**src/rtl/mem_ctrl_if.sv**
```systemverilog
// CPU-side request/response and byte-wide RAM bus bundle for mem_ctrl.
// master = core/top-level side, slave = the controller.
interface mem_ctrl_if #(
  parameter int ADDR_W = 32
);
  logic              if_req;
  logic [ADDR_W-1:0] if_addr;
  logic              if_done;
  logic [31:0]       if_data;
  logic              ls_req;
  logic              ls_we;
  logic [1:0]        ls_size;
  logic [ADDR_W-1:0] ls_addr;
  logic [31:0]       ls_wdata;
  logic              ls_done;
  logic [31:0]       ls_rdata;
  logic [7:0]        mem_din;
  logic [7:0]        mem_dout;
  logic [ADDR_W-1:0] mem_a;
  logic              mem_wr;

  modport master (
    output if_req, if_addr, ls_req, ls_we, ls_size, ls_addr, ls_wdata, mem_din,
    input  if_done, if_data, ls_done, ls_rdata, mem_dout, mem_a, mem_wr
  );

  modport slave (
    input  if_req, if_addr, ls_req, ls_we, ls_size, ls_addr, ls_wdata, mem_din,
    output if_done, if_data, ls_done, ls_rdata, mem_dout, mem_a, mem_wr
  );
endinterface

```
**src/rtl/mem_ctrl.sv**
```systemverilog
// Byte-serial fetch/load/store controller: N-byte read done in cycle N+2, write done in N+1; rdy=0 freezes.
// Define MEM_CTRL_IO_STALL_EN to hold IO-region store bytes while io_buffer_full is high.
module mem_ctrl #(
  parameter int         ADDR_W  = 32,
  parameter logic [1:0] IO_BASE = 2'b11
) (
  input  logic      clk,
  input  logic      rst,
  input  logic      rdy,
  input  logic      clear,
  input  logic      io_buffer_full,
  mem_ctrl_if.slave bus
);

  typedef enum logic [1:0] {IDLE, READ, WRITE} state_t;

  state_t            state, state_nx;
  logic [ADDR_W-1:0] base;
  logic [ADDR_W-1:0] cur_addr;
  logic              fetch_op;
  logic [2:0]        nbytes;
  logic [2:0]        issue_cnt;
  logic [2:0]        cap_cnt;
  logic              pend;
  logic [31:0]       wdata;
  logic [31:0]       rbuf;
  logic [31:0]       word;
  logic              if_done_q, ls_done_q;
  logic [31:0]       if_data_q, ls_rdata_q;
  logic              accept_ls, accept_if;
  logic              issue, capture, finish;
  logic              io_stall;
  logic [7:0]        wbyte;
  logic [2:0]        size_dec;

  assign cur_addr = base + ADDR_W'(issue_cnt);
  assign wbyte    = wdata[{issue_cnt[1:0], 3'b000} +: 8];
  assign size_dec = (bus.ls_size == 2'd0) ? 3'd1 :
                    (bus.ls_size == 2'd1) ? 3'd2 : 3'd4;

`ifdef MEM_CTRL_IO_STALL_EN
  assign io_stall = (cur_addr[17:16] == IO_BASE) && io_buffer_full;
`else
  logic unused_io;
  assign unused_io = io_buffer_full & (cur_addr[17:16] == IO_BASE);
  assign io_stall  = 1'b0;
`endif

  // Byte arriving on mem_din merged into the partially assembled word.
  always_comb begin
    word = rbuf;
    word[{cap_cnt[1:0], 3'b000} +: 8] = bus.mem_din;
  end

  always_comb begin
    state_nx     = state;
    accept_ls    = 1'b0;
    accept_if    = 1'b0;
    issue        = 1'b0;
    capture      = 1'b0;
    finish       = 1'b0;
    bus.mem_a    = '0;
    bus.mem_wr   = 1'b0;
    bus.mem_dout = '0;
    case (state)
      IDLE: begin
        // No new request in a done cycle, so a requester still holding req is not re-served.
        if (rdy && !clear && !if_done_q && !ls_done_q) begin
          if (bus.ls_req) begin
            accept_ls = 1'b1;
            state_nx  = bus.ls_we ? WRITE : READ;
          end else if (bus.if_req) begin
            accept_if = 1'b1;
            state_nx  = READ;
          end
        end
      end
      READ: begin
        bus.mem_a = cur_addr;
        if (rdy) begin
          if (clear) begin
            state_nx = IDLE;
          end else begin
            issue   = (issue_cnt != nbytes);
            capture = pend;
            if (pend && (cap_cnt == nbytes - 3'd1)) begin
              finish   = 1'b1;
              state_nx = IDLE;
            end
          end
        end
      end
      WRITE: begin
        bus.mem_a = cur_addr;
        if (rdy && !io_stall) begin
          bus.mem_wr   = 1'b1;
          bus.mem_dout = wbyte;
          issue        = 1'b1;
          if (issue_cnt == nbytes - 3'd1) begin
            finish   = 1'b1;
            state_nx = IDLE;
          end
        end
      end
      default: state_nx = IDLE;
    endcase
  end

  always_ff @(posedge clk or negedge rst) begin
    if (!rst) begin
      state      <= IDLE;
      base       <= '0;
      fetch_op   <= 1'b0;
      nbytes     <= '0;
      issue_cnt  <= '0;
      cap_cnt    <= '0;
      pend       <= 1'b0;
      wdata      <= '0;
      rbuf       <= '0;
      if_done_q  <= 1'b0;
      ls_done_q  <= 1'b0;
      if_data_q  <= '0;
      ls_rdata_q <= '0;
    end else if (!rdy) begin
      // The in-flight read byte is dropped; re-issue from the oldest uncaptured byte.
      if (state == READ) issue_cnt <= cap_cnt;
      pend <= 1'b0;
    end else begin
      state     <= state_nx;
      if_done_q <= 1'b0;
      ls_done_q <= 1'b0;
      pend      <= issue && (state == READ);
      if (accept_ls || accept_if) begin
        issue_cnt <= '0;
        cap_cnt   <= '0;
        rbuf      <= '0;
        fetch_op  <= accept_if;
        base      <= accept_ls ? bus.ls_addr : bus.if_addr;
        wdata     <= bus.ls_wdata;
        nbytes    <= accept_if ? 3'd4 : size_dec;
      end
      if (issue) issue_cnt <= issue_cnt + 3'd1;
      if (capture) begin
        rbuf    <= word;
        cap_cnt <= cap_cnt + 3'd1;
      end
      if (finish) begin
        if (state == WRITE) begin
          ls_done_q <= 1'b1;
        end else if (fetch_op) begin
          if_done_q <= 1'b1;
          if_data_q <= word;
        end else begin
          ls_done_q  <= 1'b1;
          ls_rdata_q <= word;
        end
      end
    end
  end

  assign bus.if_done  = if_done_q;
  assign bus.if_data  = if_data_q;
  assign bus.ls_done  = ls_done_q;
  assign bus.ls_rdata = ls_rdata_q;

endmodule

```
**src/flat_wrapper.sv**
```systemverilog
// flat-port wrapper written by rule: the top's interface ports become plain ports
module mem_ctrl_flat 
#(
  parameter int         ADDR_W  = 32,
  parameter logic [1:0] IO_BASE = 2'b11
)
  (clk, rst, rdy, clear, io_buffer_full, bus_if_req, bus_if_addr, bus_ls_req, bus_ls_we, bus_ls_size, bus_ls_addr, bus_ls_wdata, bus_mem_din, bus_if_done, bus_if_data, bus_ls_done, bus_ls_rdata, bus_mem_dout, bus_mem_a, bus_mem_wr);
  mem_ctrl_if #(.ADDR_W(ADDR_W)) bus_i ();
  input  logic clk;
  input  logic rst;
  input  logic rdy;
  input  logic clear;
  input  logic io_buffer_full;
  input wire logic [$bits(bus_i.if_req)-1:0] bus_if_req;
  input wire logic [$bits(bus_i.if_addr)-1:0] bus_if_addr;
  input wire logic [$bits(bus_i.ls_req)-1:0] bus_ls_req;
  input wire logic [$bits(bus_i.ls_we)-1:0] bus_ls_we;
  input wire logic [$bits(bus_i.ls_size)-1:0] bus_ls_size;
  input wire logic [$bits(bus_i.ls_addr)-1:0] bus_ls_addr;
  input wire logic [$bits(bus_i.ls_wdata)-1:0] bus_ls_wdata;
  input wire logic [$bits(bus_i.mem_din)-1:0] bus_mem_din;
  output wire logic [$bits(bus_i.if_done)-1:0] bus_if_done;
  output wire logic [$bits(bus_i.if_data)-1:0] bus_if_data;
  output wire logic [$bits(bus_i.ls_done)-1:0] bus_ls_done;
  output wire logic [$bits(bus_i.ls_rdata)-1:0] bus_ls_rdata;
  output wire logic [$bits(bus_i.mem_dout)-1:0] bus_mem_dout;
  output wire logic [$bits(bus_i.mem_a)-1:0] bus_mem_a;
  output wire logic [$bits(bus_i.mem_wr)-1:0] bus_mem_wr;
  assign bus_i.if_req = bus_if_req;
  assign bus_i.if_addr = bus_if_addr;
  assign bus_i.ls_req = bus_ls_req;
  assign bus_i.ls_we = bus_ls_we;
  assign bus_i.ls_size = bus_ls_size;
  assign bus_i.ls_addr = bus_ls_addr;
  assign bus_i.ls_wdata = bus_ls_wdata;
  assign bus_i.mem_din = bus_mem_din;
  assign bus_if_done = bus_i.if_done;
  assign bus_if_data = bus_i.if_data;
  assign bus_ls_done = bus_i.ls_done;
  assign bus_ls_rdata = bus_i.ls_rdata;
  assign bus_mem_dout = bus_i.mem_dout;
  assign bus_mem_a = bus_i.mem_a;
  assign bus_mem_wr = bus_i.mem_wr;
  mem_ctrl #(.ADDR_W(ADDR_W), .IO_BASE(IO_BASE)) u_core (.clk(clk), .rst(rst), .rdy(rdy), .clear(clear), .io_buffer_full(io_buffer_full), .bus(bus_i));
endmodule
```
**config.mk**
```make
export PLATFORM = sky130hd
export DESIGN_NAME = mem_ctrl_flat
export DESIGN_NICKNAME = d
export VERILOG_FILES = /design/src/rtl/mem_ctrl_if.sv /design/src/rtl/mem_ctrl.sv /design/src/flat_wrapper.sv
export SDC_FILE = /design/constraint.sdc
export NUM_CORES = 1
export LEC_CHECK = 0
export BUFFER_PORTS_ARGS = -buffer_cell sky130_fd_sc_hd__buf_4
export CAP_MARGIN = 20
export CORE_ASPECT_RATIO = 1.75
export CORE_UTILIZATION = 45
export DETAILED_ROUTE_END_ITERATION = 10
export GPL_TIMING_DRIVEN = 0
export PLACE_DENSITY = 0.69
export SLEW_MARGIN = 5
export SYNTH_ARGS = -nofsm -noshare
export SYNTH_HDL_FRONTEND = slang
export SYNTH_SLANG_ARGS = --single-unit
```
**constraint.sdc**
```tcl
create_clock -name clk -period 3.3 [get_ports clk]
set_input_delay 0.165 -clock clk [delete_from_list [all_inputs] [get_ports clk]]
set_output_delay 0.165 -clock clk [all_outputs]
set_load 0.01 [all_outputs]
```
### Word-level counts from Yosys, hierarchy flattened

Index checks and enable logic that the tools add are counted.

* $add $sub $neg: 5
* equality and inequality tests: 11
* shift operators: 3
* multiplexer cells: 51
* bitwise operators: 2
* reductions and logical operators: 20

Operator list (number)
* two-way mux 32 bit: 4
* adder 32 x 3 -> 32 bit: 1
* bitwise mux 32 bit: 1
* variable shift 8 x 7 -> 32 bit (first input constant): 1
* indexed part select 32 x 6 -> 8 bit: 1
* indexed part select 8 x 7 -> 32 bit: 1
* two-way mux 1 bit: 26
* two-way mux 3 bit: 8
* two-way mux 8 bit: 2
* two-way mux 2 bit: 7
* AND reduction 4 bit: 2
* negation 5 -> 7 bit: 1
* adder 3 x 1 -> 3 bit (second input constant): 2
* equality test 3 bit: 2
* case mux 2 bit (3 select lines): 1
* AND reduction 2 bit: 3
* logical AND 1 bit: 5
* AND reduction 5 bit: 1
* equality test 2 x 1 -> 1 bit (second input constant): 2
* logical NOT 2 bit: 2
* != test 2 x 1 -> 1 bit (second input constant): 2
* case mux 1 bit (2 select lines): 2
* nonzero test 2 bit: 2
* logical NOT 1 bit: 3
* 9 further kinds: 10

* bits in registers: 175
* input bits: 114
* output and inout port bits: 107
* logic and storage cells: 105

### Logic depth before layout (Yosys ltp)

Gate-level depths: netlist of run 1.

* word-level depth: 10
* mapped depth: 10

### Worst setup path after synthesis of run 1

Ideal clock, no wire load.

* path kind: reg-to-output
* start point: register u_core.issue_cnt[1]
* end point: output bus_mem_a[20]
* data arrival time: 2.618 ns
* required time: 3.135 ns
* setup slack: 0.517 ns
* cell stages (with the launch flop): 9
* path buffers: 2
* path through: dfrtp_1 -> buf_1 -> inv_1 -> fa_1 -> nand2b_1 -> a2111o_1 -> buf_2 -> or3_1 -> a21boi_1

* cells in the longest elaborated chain, start to end: 2

Ends and longest elaborated chain
* from (decl): line mem_ctrl.sv:22 `logic [2:0] issue_cnt;`
* from (signal assigned): line mem_ctrl.sv:126 `if (state == READ) issue_cnt <= cap_cnt;`
* from (signal assigned): line mem_ctrl.sv:142 `if (issue) issue_cnt <= issue_cnt + 3'd1;`
* adder 32 x 3 -> 32 bit: line mem_ctrl.sv:36 `assign cur_addr = base + ADDR_W'(issue_cnt);`
* two-way mux 32 bit: line mem_ctrl.sv:65 `case (state)`
* to (decl): line flat_wrapper.sv:27 `output wire logic [$bits(bus_i.mem_a)-1:0] bus_mem_a;`

No other way between the ends.

### Worst setup path in the final report of run 1

Same ends and word-level chain as after synthesis.

==> key figures, run 1 <==
Synth
  • Synth warnings: 0
  • Post-synth cell types: 55
  • Cell taking the most area after synthesis: dfrtp_1
  • Largest cells by area after synthesis: dfrtp_1 (50%), nand2_1 (8.1%), a21oi_1 (6.1%)
  • Register bit count reported by yosys: 175
  • Synthesized net count: 1081
  • Mean cell area of the mapped netlist: 9.16 um2
  • Top_reg_cell synth: dfrtp_1
  • Sequential share of the synthesized area: 50.2%
  • Synthesized cell area: 8720 um2
  • Share of synthesized registers carrying an async set or reset: 100%
  • Cells after synthesis: 952
  • Fraction of post-synthesis cell area in the top cell type by area: 50.2%
  • Number of flops mapped to enable cells by yosys: 0

Worst setup path
  • Critical Setup Path Class: reg -> out
  • CP max FO: 10
  • Cells traversed along the worst timing path: buf_8 > inv_1 > fa_1 > nand2b_4 > a2111o_1 > buf_4 > or3_1 > a21boi_1 > buf_4
  • Crit path launch type: register
  • Cell occurring most often along the worst timing path: buf_4
  • Critical Path End Type: primary output
  • Slowest stage cell on the critical path: a2111o_1
  • CP max stage delay: 0.48 ns
  • WP data arrival: 3.00 ns
  • Largest delay share family, worst path: compound AO/OA/AOI/OAI gates
  • Worst path bufs/invs: 4
  • Required arrival time at the worst endpoint: 3.13 ns

Detailed routing
  • Post-route ant nets: 0
  • Vias after detailed routing: 8279
  • Detailed-routing iteration count for the pre-antenna-repair pass: 5
  • DRC: 0
  • Routed vias/inst: 5.41
  • Total wire length: 26.9 mm
  • Iteration-0 DRC count of the detailed router: 378
  • Drt wl/cell: 17.6 um

Global routing
  • Wire length of the first global-routing pass: 41.9 mm
  • Number of global-route vias before repair: 8244
  • Initial antenna violation count: 0
  • Final global-route overflow total: 0
  • Global routing usage summed across all routing layers: 27.3%
  • Pin count of the biggest net entering global routing: 94

Placed design
  • Final weighted congestion in routability-driven placement: 0.875
  • Half-perimeter wire length of the detailed placement result: 18.8 mm
  • Placed Instance Area: 10600 um2
  • Count of port buffers added during placement: 212

STA
  • Setup TNS after final layout: 0 ns
  • Post-route clock skew: 0.00848 ns
  • Max_slew headroom: 55.0%
  • Count of endpoints failing setup in the final report: 0
  • Final min period: 3.17 ns
  • Unrepaired setup endpoints after global routing: false
  • Slew Viols, Final: 0
  • Tcrit/Tclk final: 95.9%
  • Timing-limited maximum frequency: 316 MHz
  • Actual transition at the worst max-transition pin: 0.667 ns
  • Hold violation total from the final report: 0

Floorplanning
  • Overall die height: 186 um
  • Floorplan Core Area: 19000 um2
  • Io pins: 221
  • Number of placement rows: 67
  • Effective utilization at floorplan: 45.8%
  • Horizontal die dimension: 107 um
  • Die area: 20000 um2

Flow run
  • Max-capacitance violation count: 0

Clock network
  • Total clock buffers created by CTS: 17
  • Number of H-tree levels: 4
  • Maximum count of clock buffers along a single path: 2
  • Clock tree from TritonCTS: yes
  • Clock latency reported for the late side of the worst-skew pair: 0.43 ns
  • Clock root cell: clkbuf_16
  • Num Clock Sinks: 175
  • Clock-pin slew of the registers on the worst-case setup and hold paths: 0.07 ns

Pwr
  • Total power: 8.60 mW
  • Leakage power total: 5.99 nW
  • Worst supply voltage drop on vdd: 0.000474 V
  • P per Cell Area: 706 nW/um2

Run status
  • Run status: complete, no violations

Layout
  • Utilization after layout: 64.0%
  • Design area: 12200 um2
  • Filler Cells Inserted: 1588
  • Layout cells sized above 1: 23.0%
  • P&R area growth vs syn: 39.8%
  • Fin nets: 1406
  • Antenna fix cells: 0

Hold path
  • Classification of the worst-slack hold path: in -> reg
area by class of cell:
type                       instances  area (um2)  area share [%]
sequential                       175        4380            36.0
multi-input combinational        697        3980            32.7
timing repair buffer             306        2550            20.9
clock buffer                      18         429            3.52
buffer                            64         322            2.64
tap                              241         302            2.47
clock inverter                    13         164            1.35
inverter                          16        60.1           0.493
path summary, 6_finish.rpt:
check / cells after the start / slack, ns / end / start
hold reg to reg: 2 / 0.48 / u_core.wdata[16] / u_core.wdata[16]
setup reg to reg: 8 / 0.67 / u_core.rbuf[23] / u_core.cap_cnt[0]
min in group asynchronous: 2 / 0.29 / u_core.bus.ls_rdata[7] / rst
hold / removal: 3 / 0.01 / u_core.base[7] / bus_ls_addr[7]
setup / recovery: 9 / 0.13 / bus_mem_a[20] / u_core.issue_cnt[1]
max in group asynchronous: 3 / 2.09 / u_core.issue_cnt[1] / rst
layout by cell type, fill, tap and decap left out, types with 3 or more instances in the layout:
cell / n
a21boi_1: 5
a21o_1: 3
a21oi_1: 106
a22o_1: 31
a31oi_1: 36
and2_1: 33
and3_1: 7
and4_1: 5
buf_1: 10
buf_2: 23
buf_4: 220
buf_6: 3
bufinv_16: 3
clkbuf_1: 23
clkbuf_16: 17
clkinv_2: 3
clkinv_4: 3
dfrtp_1: 173
dlygate4sd3_1: 89
ha_1: 14
inv_1: 16
mux2i_1: 4
mux4_2: 8
nand2_1: 188
nand3_1: 13
nand4_1: 12
nor2_1: 106
nor2b_1: 36
nor3_1: 8
nor4_1: 3
o211ai_1: 3
o21ai_0: 14
or3_1: 6
xnor2_1: 16
xor2_1: 10
worst register-to-register path, stage by stage, from the launching register on:
cell	delay [ns]
dfrtp_1	0.42
buf_2	0.20
inv_1	0.15
ha_1	0.43
nand2_1	0.12
nor3_2	0.49
and2_1	0.22
buf_1	0.32
a22o_1	0.23
logic make-up (layout without fill, tap and decap cells):
kind of cell / count (synthesis) / count (layout) / share of synthesized area, %
compound gates: 209 / 209 / 14.7
buf+inv: 80 / 417 / 4.22
fa+ha+maj: 15 / 15 / 2.24
flops: 175 / 175 / 50.2
mux: 12 / 12 / 2.53
xor+xnor: 27 / 27 / 2.87
simple gates: 434 / 434 / 23.2
cell usage after synthesis, types with 6 or more instances:
cell type	instances
ha_1	14
buf_1	11
a22o_1	31
dfrtp_1	175
buf_2	24
nor3_1	8
and3_1	7
clkbuf_1	22
o21ai_0	14
inv_1	16
mux4_2	8
xnor2_1	16
a31oi_1	36
and2_1	33
nand3_1	13
nor2b_1	36
nand4_1	12
nor2_1	106
or3_1	6
xor2_1	10
nand2_1	188
a21oi_1	106
flip-flops by register name, summed over array words and instances (netlist names):
name / flops
u_core.issue_cnt: 3
u_core.pend: 1
u_core.bus.ls_rdata: 32
u_core.fetch_op: 1
u_core.state: 2
u_core.cap_cnt: 3
u_core.nbytes: 3
u_core.wdata: 32
u_core.bus.if_done: 1
u_core.rbuf: 32
u_core.bus.if_data: 32
u_core.bus.ls_done: 1
u_core.base: 32
power breakdown:
group | internal [mW] | switching, mW
sequential | 2.62 | 0.451
combinational | 1.75 | 1.73
clock | 1.19 | 0.866
total | 5.56 | 3.04
through the flow:
step                      setup slack, ns  hold WS, ns  std cells
after floorplan                     0.517       -0.131        952
after global placement            -0.0543        0.358       1405
after detailed placement          -0.0645        0.192       1406
after CTS                          0.0297     0.000405       1526
after global routing               0.0271       0.0128       1530
final                               0.135       0.0107       1530
what timing repair did:
action	4_1_cts	5_1_grt
gates resized for setup	4	5
endpoints found under the setup margin	12	4
pin swaps	1	1
hold buffers	89	0
buffers inserted	0	4
hold endpoints to repair	148	0
layer usage:
metal  GRT usage, %  wire length, um  vias up
met5              0                0        -
met4           14.5             1090        0
met3           4.32             1130       68
met2           50.1            14600      280
met1           30.0            10100     4032
li1               -                -     3899
No activity file was read; power rests on OpenSTA's default activity.
==> run 2, diff against run 1 <==
--- a/config.mk
+++ b/config.mk
@@ -11,7 +11,9 @@
 export CORE_UTILIZATION = 45
 export DETAILED_ROUTE_END_ITERATION = 10
 export GPL_TIMING_DRIVEN = 0
+export MAX_ROUTING_LAYER = met4
 export PLACE_DENSITY = 0.69
+export RECOVER_POWER = 100
 export SLEW_MARGIN = 5
 export SYNTH_ARGS = -nofsm -noshare
 export SYNTH_HDL_FRONTEND = slang
==> run 2 against run 1 <==
The run now ends with capacitance limit, slew limit left; critical path depth stayed put; non-clock buffer count stayed put; flip-flop and latch count stayed put; power is 1.3% lower; clock skew is 0.0011 ns lower; global-route usage is 0.80 points higher; fmax hardly changed; cell count stayed put; combinational power is 3% lower; critical endpoint is now bus_mem_a[22]; largest power group unchanged.
==> key figures, run 2 (synthesis results as in run 1) <==
Run status
  • Run status: finished with violations
  • Violated checks: capacitance limit, slew limit

Detailed routing
  • Routed vias/inst: 5.44
  • Total wire length: 26.8 mm
  • Iteration-0 DRC count of the detailed router: 363
  • Detailed-routing iteration count for the pre-antenna-repair pass: 6
  • Post-route ant nets: 0
  • DRC: 0
  • Vias after detailed routing: 8320
  • Drt wl/cell: 17.5 um

STA
  • Timing-limited maximum frequency: 316 MHz
  • Min Hold Slack: 0.0105 ns
  • Final min period: 3.17 ns
  • Max_slew headroom: -36.4%
  • Tcrit/Tclk final: 95.9%
  • Hold violation total from the final report: 0
  • Actual transition at the worst max-transition pin: 2.05 ns
  • Unrepaired setup endpoints after global routing: false
  • Post-route clock skew: 0.00734 ns
  • Slew Viols, Final: 84
  • Count of endpoints failing setup in the final report: 0

Worst setup path
  • Required arrival time at the worst endpoint: 3.13 ns
  • CP max FO: 10
  • Crit path launch type: register
  • Critical Setup Path Class: reg -> out
  • Critical Path End Type: primary output
  • WP data arrival: 3.00 ns

Pwr
  • Worst supply voltage drop on vdd: 0.000472 V
  • Leakage power total: 5.56 nW
  • Total power: 8.49 mW
  • P per Cell Area: 718 nW/um2

Layout
  • Antenna fix cells: 0
  • Layout cells sized above 1: 15.7%
  • Final instance count without filler cells: 1530
  • Area taken by multi-input logic gates: 3970 um2
  • Most frequent cells in the layout: nand2_1 (188), dfrtp_1 (173), buf_4 (139), clkbuf_1 (119)
  • P&R area growth vs syn: 35.7%
  • Fin nets: 1406
  • Storage element area: 4380 um2
  • Most frequent standard cell in the layout excluding fill and tap cells: nand2_1
  • Filler Cells Inserted: 1682

Placed design
  • Count of port buffers added during placement: 212
  • Final weighted congestion in routability-driven placement: 0.893
  • Half-perimeter wire length of the detailed placement result: 18.8 mm
  • Number of instances in the placed design: 1406

Floorplanning
  • Effective utilization at floorplan: 45.8%
  • Horizontal die dimension: 107 um
  • Overall die height: 186 um
  • Number of placement rows: 67
  • Floorplan Core Area: 19000 um2
  • Die area: 20000 um2
  • Io pins: 221

Clock network
  • Clock tree from TritonCTS: yes
  • Clock-pin slew of the registers on the worst-case setup and hold paths: 0.07 ns
  • Number of H-tree levels: 4
  • Clock latency reported for the late side of the worst-skew pair: 0.43 ns
  • Maximum count of clock buffers along a single path: 2
  • Num Clock Sinks: 175
  • Total clock buffers created by CTS: 17
  • Clock root cell: clkbuf_16

Global routing
  • Global routing usage summed across all routing layers: 28.1%
  • Number of global-route vias before repair: 8264
  • Initial antenna violation count: 0
  • Pin count of the biggest net entering global routing: 94
  • Final global-route overflow total: 0
  • Wire length of the first global-routing pass: 41.8 mm

Flow run
  • Max-capacitance violation count: 1

Hold path
  • Classification of the worst-slack hold path: in -> reg
run 2: final timing paths:
check                               startpoint  slack (ns)  cells after the start                      to
max in group asynchronous                  rst        0.69                      3     u_core.issue_cnt[1]
min in group asynchronous                  rst        0.82                      2  u_core.bus.ls_rdata[7]
max reg2reg                    u_core.state[1]        0.23                      9         u_core.base[29]
max                        u_core.issue_cnt[1]        0.13                      9           bus_mem_a[22]
min                             bus_ls_addr[7]        0.01                      3          u_core.base[7]
min reg2reg                   u_core.wdata[16]        0.47                      2        u_core.wdata[16]
run 2: routing by layer:
metal | vias up | GRT usage, % | part of all wire, %
li1 | 3904 | - | -
met4 | 0 | 14.6 | 3.8
met5 | - | - | 0
met3 | 68 | 4.18 | 4.1
met1 | 4080 | 30.1 | 37
met2 | 268 | 49.9 | 55
run 2: final cells by class:
type	count	share of cell area, %
Inverter	16	0.508
Sequential cell	175	37.0
Buffer	64	2.43
Timing Repair Buffer	306	18.9
Multi-Input combinational cell	697	33.6
Clock inverter	13	1.39
Tap cell	241	2.55
Clock buffer	18	3.63
run 2: critical path: stages, from the launching register on:
cell and delay [ns]:
dfrtp_2 0.41, buf_8 0.16, inv_1 0.07, fa_1 0.45, nand2b_4 0.17, a2111o_1 0.48, buf_4 0.20, or3_1 0.34
a21boi_1 0.15, buf_4 0.14
run 2: what timing repair did:
action,in CTS,in global routing
endpoints found under the setup margin,12,4
pin swaps,1,1
buffers inserted,0,4
hold buffers,89,0
gates resized for setup,4,5
endpoints found under the hold margin,148,0
run 2: stage by stage:
step	setup WS, ns	util, %	TNS [ns]	cell area, um2
2_1_floorplan	0.517	-	0	8720
3_3_place_gp	-0.0543	55.8	-0.148	10600
3_5_place_dp	-0.0645	55.9	-0.185	10600
4_1_cts	0.0297	63.8	0	12100
5_1_grt	0.0178	62.2	0	11800
6_report	0.134	62.2	0	11800
run 2: where the power goes:
group	internal (mW)	leakage (nW)	switching (mW)
clock network	1.19	0.287	0.866
logic	1.64	2.99	1.73
registers	2.62	2.29	0.452
